### src/rtl/marv32_pkg.sv
// Shared definitions for the MARV32 store path.
// Holds the store-size (funct3) encodings, the AHB HTRANS encodings,
// the bus FSM state type and the store-queue entry payload.
package marv32_pkg;

    localparam int unsigned ENTRY_AW = 32;

    localparam logic [1:0] F3_SB  = 2'b00;
    localparam logic [1:0] F3_SH  = 2'b01;
    localparam logic [1:0] F3_SW  = 2'b10;
    localparam logic [1:0] F3_ILL = 2'b11;

    localparam logic [1:0] HTRANS_IDLE   = 2'b00;
    localparam logic [1:0] HTRANS_NONSEQ = 2'b10;

    typedef enum logic [1:0] {
        ST_IDLE = 2'b00,
        ST_ADDR = 2'b01,
        ST_DATA = 2'b10
    } bus_state_e;

    // One queued store: word-aligned address, lane-steered data, byte strobes.
    typedef struct packed {
        logic [ENTRY_AW-1:0] addr;
        logic [31:0]         data;
        logic [3:0]          mask;
    } store_entry_t;

endpackage

### src/rtl/marv32_store_align.sv
// Store lane steering and alignment check (purely combinational).
// Ports:
//   funct3       store size (SB/SH/SW/illegal)
//   addr_lo      low two bits of the store byte address
//   rs2          store source data
//   data_c       data replicated onto the byte lanes
//   mask_c       byte strobes for the addressed lanes
//   misaligned_c request is misaligned or has an illegal size
module marv32_store_align
    import marv32_pkg::*;
(
    input  logic [1:0]  funct3,
    input  logic [1:0]  addr_lo,
    input  logic [31:0] rs2,
    output logic [31:0] data_c,
    output logic [3:0]  mask_c,
    output logic        misaligned_c
);

    always_comb begin
        data_c       = rs2;
        mask_c       = 4'b1111;
        misaligned_c = 1'b0;
        case (funct3)
            F3_SB: begin
                data_c = {4{rs2[7:0]}};
                mask_c = 4'b0001 << addr_lo;
            end
            F3_SH: begin
                data_c       = {2{rs2[15:0]}};
                mask_c       = addr_lo[1] ? 4'b1100 : 4'b0011;
                misaligned_c = addr_lo[0];
            end
            F3_SW: begin
                misaligned_c = (addr_lo != 2'b00);
            end
            default: begin
                mask_c       = 4'b0000;
                misaligned_c = 1'b1;
            end
        endcase
    end

endmodule

### src/rtl/marv32_store_queue.sv
// Store queue with an AHB-lite write master.
// Accepts aligned stores into a DEPTH-entry FIFO and drains them one at a
// time as an address phase (NONSEQ) followed by a data phase.
// Ports:
//   clk_in, reset_n_in        clock, async active-low reset
//   funct3_in, iadder_in,     store request (size, byte address, data,
//   rs2_in, mem_wr_req_in     request strobe)
//   ahb_ready_in              HREADY
//   d_addr_out, data_out,     HADDR, HWDATA, byte strobes,
//   wr_mask_out,              HTRANS, HWRITE
//   ahb_htrans_out, wr_req_out
//   stall_out                 queue full, request rejected
//   misaligned_out            pulse one cycle after a rejected misaligned request
//   empty_out                 queue empty and bus idle
module marv32_store_queue
    import marv32_pkg::*;
#(
    parameter int unsigned DEPTH = 4,
    parameter int unsigned AW    = 32
) (
    input  logic          clk_in,
    input  logic          reset_n_in,
    input  logic [1:0]    funct3_in,
    input  logic [AW-1:0] iadder_in,
    input  logic [31:0]   rs2_in,
    input  logic          mem_wr_req_in,
    input  logic          ahb_ready_in,
    output logic [AW-1:0] d_addr_out,
    output logic [31:0]   data_out,
    output logic [3:0]    wr_mask_out,
    output logic [1:0]    ahb_htrans_out,
    output logic          wr_req_out,
    output logic          stall_out,
    output logic          misaligned_out,
    output logic          empty_out
);

    localparam int unsigned IW = $clog2(DEPTH);
    localparam int unsigned CW = IW + 1;

    bus_state_e   state, next_state;
    logic [CW-1:0] wr_ptr, rd_ptr, count, count_next;
    store_entry_t mem [DEPTH];
    store_entry_t head;

    logic [31:0] st_data;
    logic [3:0]  st_mask;
    logic        st_mis;
    logic        q_empty, q_full, push, pop;

    marv32_store_align u_align (
        .funct3       (funct3_in),
        .addr_lo      (iadder_in[1:0]),
        .rs2          (rs2_in),
        .data_c       (st_data),
        .mask_c       (st_mask),
        .misaligned_c (st_mis)
    );

    // Wrap-bit pointer compare; stall uses the registered count.
    assign q_empty    = (wr_ptr == rd_ptr);
    assign q_full     = (wr_ptr[IW] != rd_ptr[IW]) && (wr_ptr[IW-1:0] == rd_ptr[IW-1:0]);
    assign stall_out  = (count == CW'(DEPTH));
    assign push       = mem_wr_req_in && !stall_out && !q_full && !st_mis;
    assign pop        = (state == ST_DATA) && ahb_ready_in;
    assign count_next = count + CW'(push) - CW'(pop);
    assign head       = mem[rd_ptr[IW-1:0]];
    assign empty_out  = (count == '0) && (state == ST_IDLE);

    // Entry storage; never written at the head while it is non-empty.
    always_ff @(posedge clk_in) begin
        if (push) begin
            mem[wr_ptr[IW-1:0]] <= '{addr: ENTRY_AW'({iadder_in[AW-1:2], 2'b00}),
                                     data: st_data,
                                     mask: st_mask};
        end
    end

    // Pointers, occupancy and the misaligned pulse.
    always_ff @(posedge clk_in or negedge reset_n_in) begin
        if (!reset_n_in) begin
            wr_ptr         <= '0;
            rd_ptr         <= '0;
            count          <= '0;
            misaligned_out <= 1'b0;
        end else begin
            if (push) wr_ptr <= wr_ptr + CW'(1);
            if (pop)  rd_ptr <= rd_ptr + CW'(1);
            count          <= count_next;
            misaligned_out <= mem_wr_req_in && st_mis;
        end
    end

    // Bus FSM state register.
    always_ff @(posedge clk_in or negedge reset_n_in) begin
        if (!reset_n_in) state <= ST_IDLE;
        else             state <= next_state;
    end

    // Bus FSM next state and phase outputs.
    always_comb begin
        next_state     = state;
        ahb_htrans_out = HTRANS_IDLE;
        wr_req_out     = 1'b0;
        d_addr_out     = '0;
        data_out       = '0;
        wr_mask_out    = '0;
        case (state)
            ST_IDLE: begin
                if (!q_empty) next_state = ST_ADDR;
            end
            ST_ADDR: begin
                ahb_htrans_out = HTRANS_NONSEQ;
                wr_req_out     = 1'b1;
                d_addr_out     = AW'(head.addr);
                wr_mask_out    = head.mask;
                if (ahb_ready_in) next_state = ST_DATA;
            end
            ST_DATA: begin
                data_out    = head.data;
                wr_mask_out = head.mask;
                // Occupancy after this pop (and any same-cycle push) picks the next phase.
                if (ahb_ready_in) next_state = (count_next != '0) ? ST_ADDR : ST_IDLE;
            end
            default: next_state = ST_IDLE;
        endcase
    end

endmodule

### config.mk
export PLATFORM = sky130hd
export DESIGN_NAME = marv32_store_queue
export DESIGN_NICKNAME = d
export VERILOG_FILES = /design/src/rtl/marv32_pkg.sv /design/src/rtl/marv32_store_align.sv /design/src/rtl/marv32_store_queue.sv
export SDC_FILE = /design/constraint.sdc
export NUM_CORES = 1
export LEC_CHECK = 0
export ABC_AREA = 1
export BUFFER_PORTS_ARGS = -buffer_cell sky130_fd_sc_hd__buf_4
export CORE_MARGIN = 2
export CORE_UTILIZATION = 30
export CTS_BUF_LIST = sky130_fd_sc_hd__clkbuf_8 sky130_fd_sc_hd__clkbuf_16
export DETAILED_ROUTE_END_ITERATION = 7
export SYNTH_ARGS = -nofsm -noshare
export SYNTH_HDL_FRONTEND = slang
export SYNTH_HIERARCHICAL = 1
export SYNTH_SLANG_ARGS = --single-unit
export TNS_END_PERCENT = 100
### constraint.sdc
create_clock -name clk_in -period 4.6 [get_ports clk_in]
set_input_delay 0.92 -clock clk_in [delete_from_list [all_inputs] [get_ports clk_in]]
set_output_delay 0.92 -clock clk_in [all_outputs]
set_load 0.1 [all_outputs]
==> results_dict.tcl <==
set metrics [dict create \
    outcome "complete, no violations" \
    syn_inst 987 \
    cts_buffers 31 \
    r2r_cells 18 \
    io_buffers 140 \
    hold_path_class "input port to async pin" \
    yosysMostFrequentCell "nor2_1" \
    crit_path_end_kind "output port" \
    fin_ws_ns 0.506 \
    layout-drive-gt1-share_pct 19.1 \
    grt_max_degree 63 \
    fmax_ghz 0.244 \
    core_area_sq_um 37700 \
    switchingPower_mw 4.57 \
    place_area_sq_um 13000 \
    utilization_pct 37.2 \
    cp_data_required_time_ns 3.68 \
    antenna_cells 0 \
    remaining_drc_errors 0 \
    startpoint_type "flip-flop" \
    tightest_slew_ns 0.920 \
    syn_avg_cell_area_sq_um 11.6 \
    synth.largest_area_cell "edfxtp_1" \
    rr_startpoint "rd_ptr[0]$_DFFE_PN0P_" \
    place_ws_ns 0.819 \
    antenna_found_initial 0 \
    cellPowerDensity_nw_per_um2 718 \
    cap_violations 0 \
    syn-cell-area_sq_um 11500 \
    final_cell_area_sq_um 14000 \
    place_inst 1596 \
    yosysSeqAreaShare_pct 71.7 \
    arrival_ns 3.17 \
    synthTopCellsByArea "edfxtp_1 69%, nor2_1 9.0%, o21ai_0 5.6%" \
    clockPowerShare_pct 24.2 \
    first_pass_iters 5 \
    syn2layout_area_growth_pct 22.1 \
    ys.flop_type "edfxtp_1" \
    synth_edf_count 264 \
    ys_ff_latch 276 \
    grt.overflow.total 0 \
    finalHoldViolations 0 \
    yosys-top-cells-count "275 x nor2_1, 264 x edfxtp_1, 129 x o21ai_0" \
    power_frac_comb_pct 43.8 \
    cts_tree "done" \
    post_cts_buffers 0 \
    rr_endpoint "state[0]$_DFFE_PN0P_" \
    rsz0062_at_grt "no" \
    crit_fanout 62 \
    period_share_pct 89.0 \
    dpl.hpwl_um 17400 \
    reg2reg_setup_slack_ns 1.14 \
    leakagePower_nw 5.19 \
    worstSetupPathType "flip-flop to output port" \
    grt_first_pass_wirelength_um 42100 \
    fin_crit_ns 4.09 \
    intPower_mw 5.48 \
    cts-hold-fix-buffers 0 \
    ioPinCount 144 \
    root_buffer "clkbuf_16" \
    cts.sinks 276 \
    wirelength_um 28100 \
    finalClockSkew_ns 0.00691 \
    clk_latency_ns 0.56 \
    finalSetupTns_ns 0 \
    clk_pin_slew_ns 0.06 \
    setup.worst_path.end "d_addr_out[15]" \
    clockBufferDepth 3 \
    critical_path.startpoint "rd_ptr[0]$_DFFE_PN0P_" \
    vias_per_cell 4.61 \
    htree_levels 1 \
    cts_resized 0 \
    peakVddDrop_uv 428 \
    ys.warnings.count 6 \
    drv_slew 0 \
    setup_viol 0 \
    final_cells 1650 \
    grt_pass1_vias 7248 \
    grtUsageTotal_pct 13.8 \
    p_seq_share_pct 32.0 \
    die_y_um 200 \
    power.total_mw 10.1 \
    async_reset_ff_share_pct 4.35 \
    synth_top_area_share_pct 69.1 \
    swShare_pct 45.5 \
    final_nets 1200 \
    timing.hold.ws_ns 0.190 \
    die_x_um 200 \
    initial_core_util_pct 30.5 \
    num_rows 71 \
    via_count 7602 \
    wl_per_cell_um 17.0 \
    drt_iter0_markers 582 \
    ant_nets 0 \
    max_slew_margin_pct 38.6 \
    die_area_sq_um 39800 \
    place.gp.congestion 0.819 \
    synthDistinctLibCells 29 \
]
## worst max-delay path: stages (launching register included)
cell and delay, ns:
dfrtp_4 0.75, inv_4 0.16, buf_4 0.43, buf_4 0.43
o21ai_0 0.15, a21oi_1 0.25, buf_4 0.34
## cell families (layout without fill, tap and decap cells)
logic type | Yosys count | count (layout) | synth area share [%]
buffers and inverters | 95 | 245 | 4.20
XOR/XNOR | 4 | 4 | 0.371
flip-flops | 276 | 276 | 71.7
adder cells (fa/ha/maj) | 12 | 12 | 1.37
other | 1 | 3 | 0.0327
AND/OR/NAND/NOR | 393 | 393 | 13.3
AO/OA/AOI/OAI | 206 | 206 | 9.01
## routing by layer
| layer | track usage (%) | wire length [um] |
|---|---|---|
| met5 | 0 | 0 |
| met4 | 3.65 | 575 |
| met3 | 2.11 | 1770 |
| met2 | 23.3 | 13300 |
| met1 | 18.6 | 12400 |
## worst min-delay path by stage
stage,from,to,slack [ns]
floorplan,state[1]$_DFFE_PN0P_,state[1]$_DFFE_PN0P_,0.50
global placement,state[1]$_DFFE_PN0P_,state[1]$_DFFE_PN0P_,0.53
detailed placement,state[0]$_DFFE_PN0P_,state[0]$_DFFE_PN0P_,0.54
CTS,reset_n_in,state[0]$_DFFE_PN0P_,0.17
global route,reset_n_in,misaligned_out$_DFF_PN0_,0.18
finish,reset_n_in,misaligned_out$_DFF_PN0_,0.19
## state kept, by name, summed over array words and instances (netlist names)
signal and count:
state 2, mem 264, count 3, rd_ptr 3, wr_ptr 3, misaligned_out 1
## cell usage in the layout (no fill, tap or decap), drive strengths merged
master    n
nor2    277
edfxtp  264
buf     161
o21ai   139
nand2    96
a21oi    66
inv      40
clkbuf   31
nand3    18
dfrtp    12
ha       11
clkinv    8
bufinv    5
conb      3
xor2      3
nor3      1
nor4      1
o21bai    1
xnor2     1
fa        1
## final cells by class
type / instances / area (sq um)
tap: 511 / 639
inverter: 30 / 115
clock buffer: 31 / 776
fill: 3663 / 23700
clock inverter: 23 / 238
multi-input combinational: 618 / 2800
timing repair buffer: 161 / 1210
sequential: 276 / 8230
## power by group through the flow
| stage | sequential (mW) | clock [mW] | combinational (mW) |
|---|---|---|---|
| 2_1_floorplan | 3.18 | 0 | 3.47 |
| 3_3_place_gp | 3.26 | 0 | 4.42 |
| 3_5_place_dp | 3.27 | 0 | 4.45 |
| 4_1_cts | 3.22 | 2.50 | 4.46 |
| 5_1_grt | 3.25 | 2.60 | 4.74 |
| 6_report | 3.22 | 2.44 | 4.40 |
No activity file was read; power rests on OpenSTA's default activity.
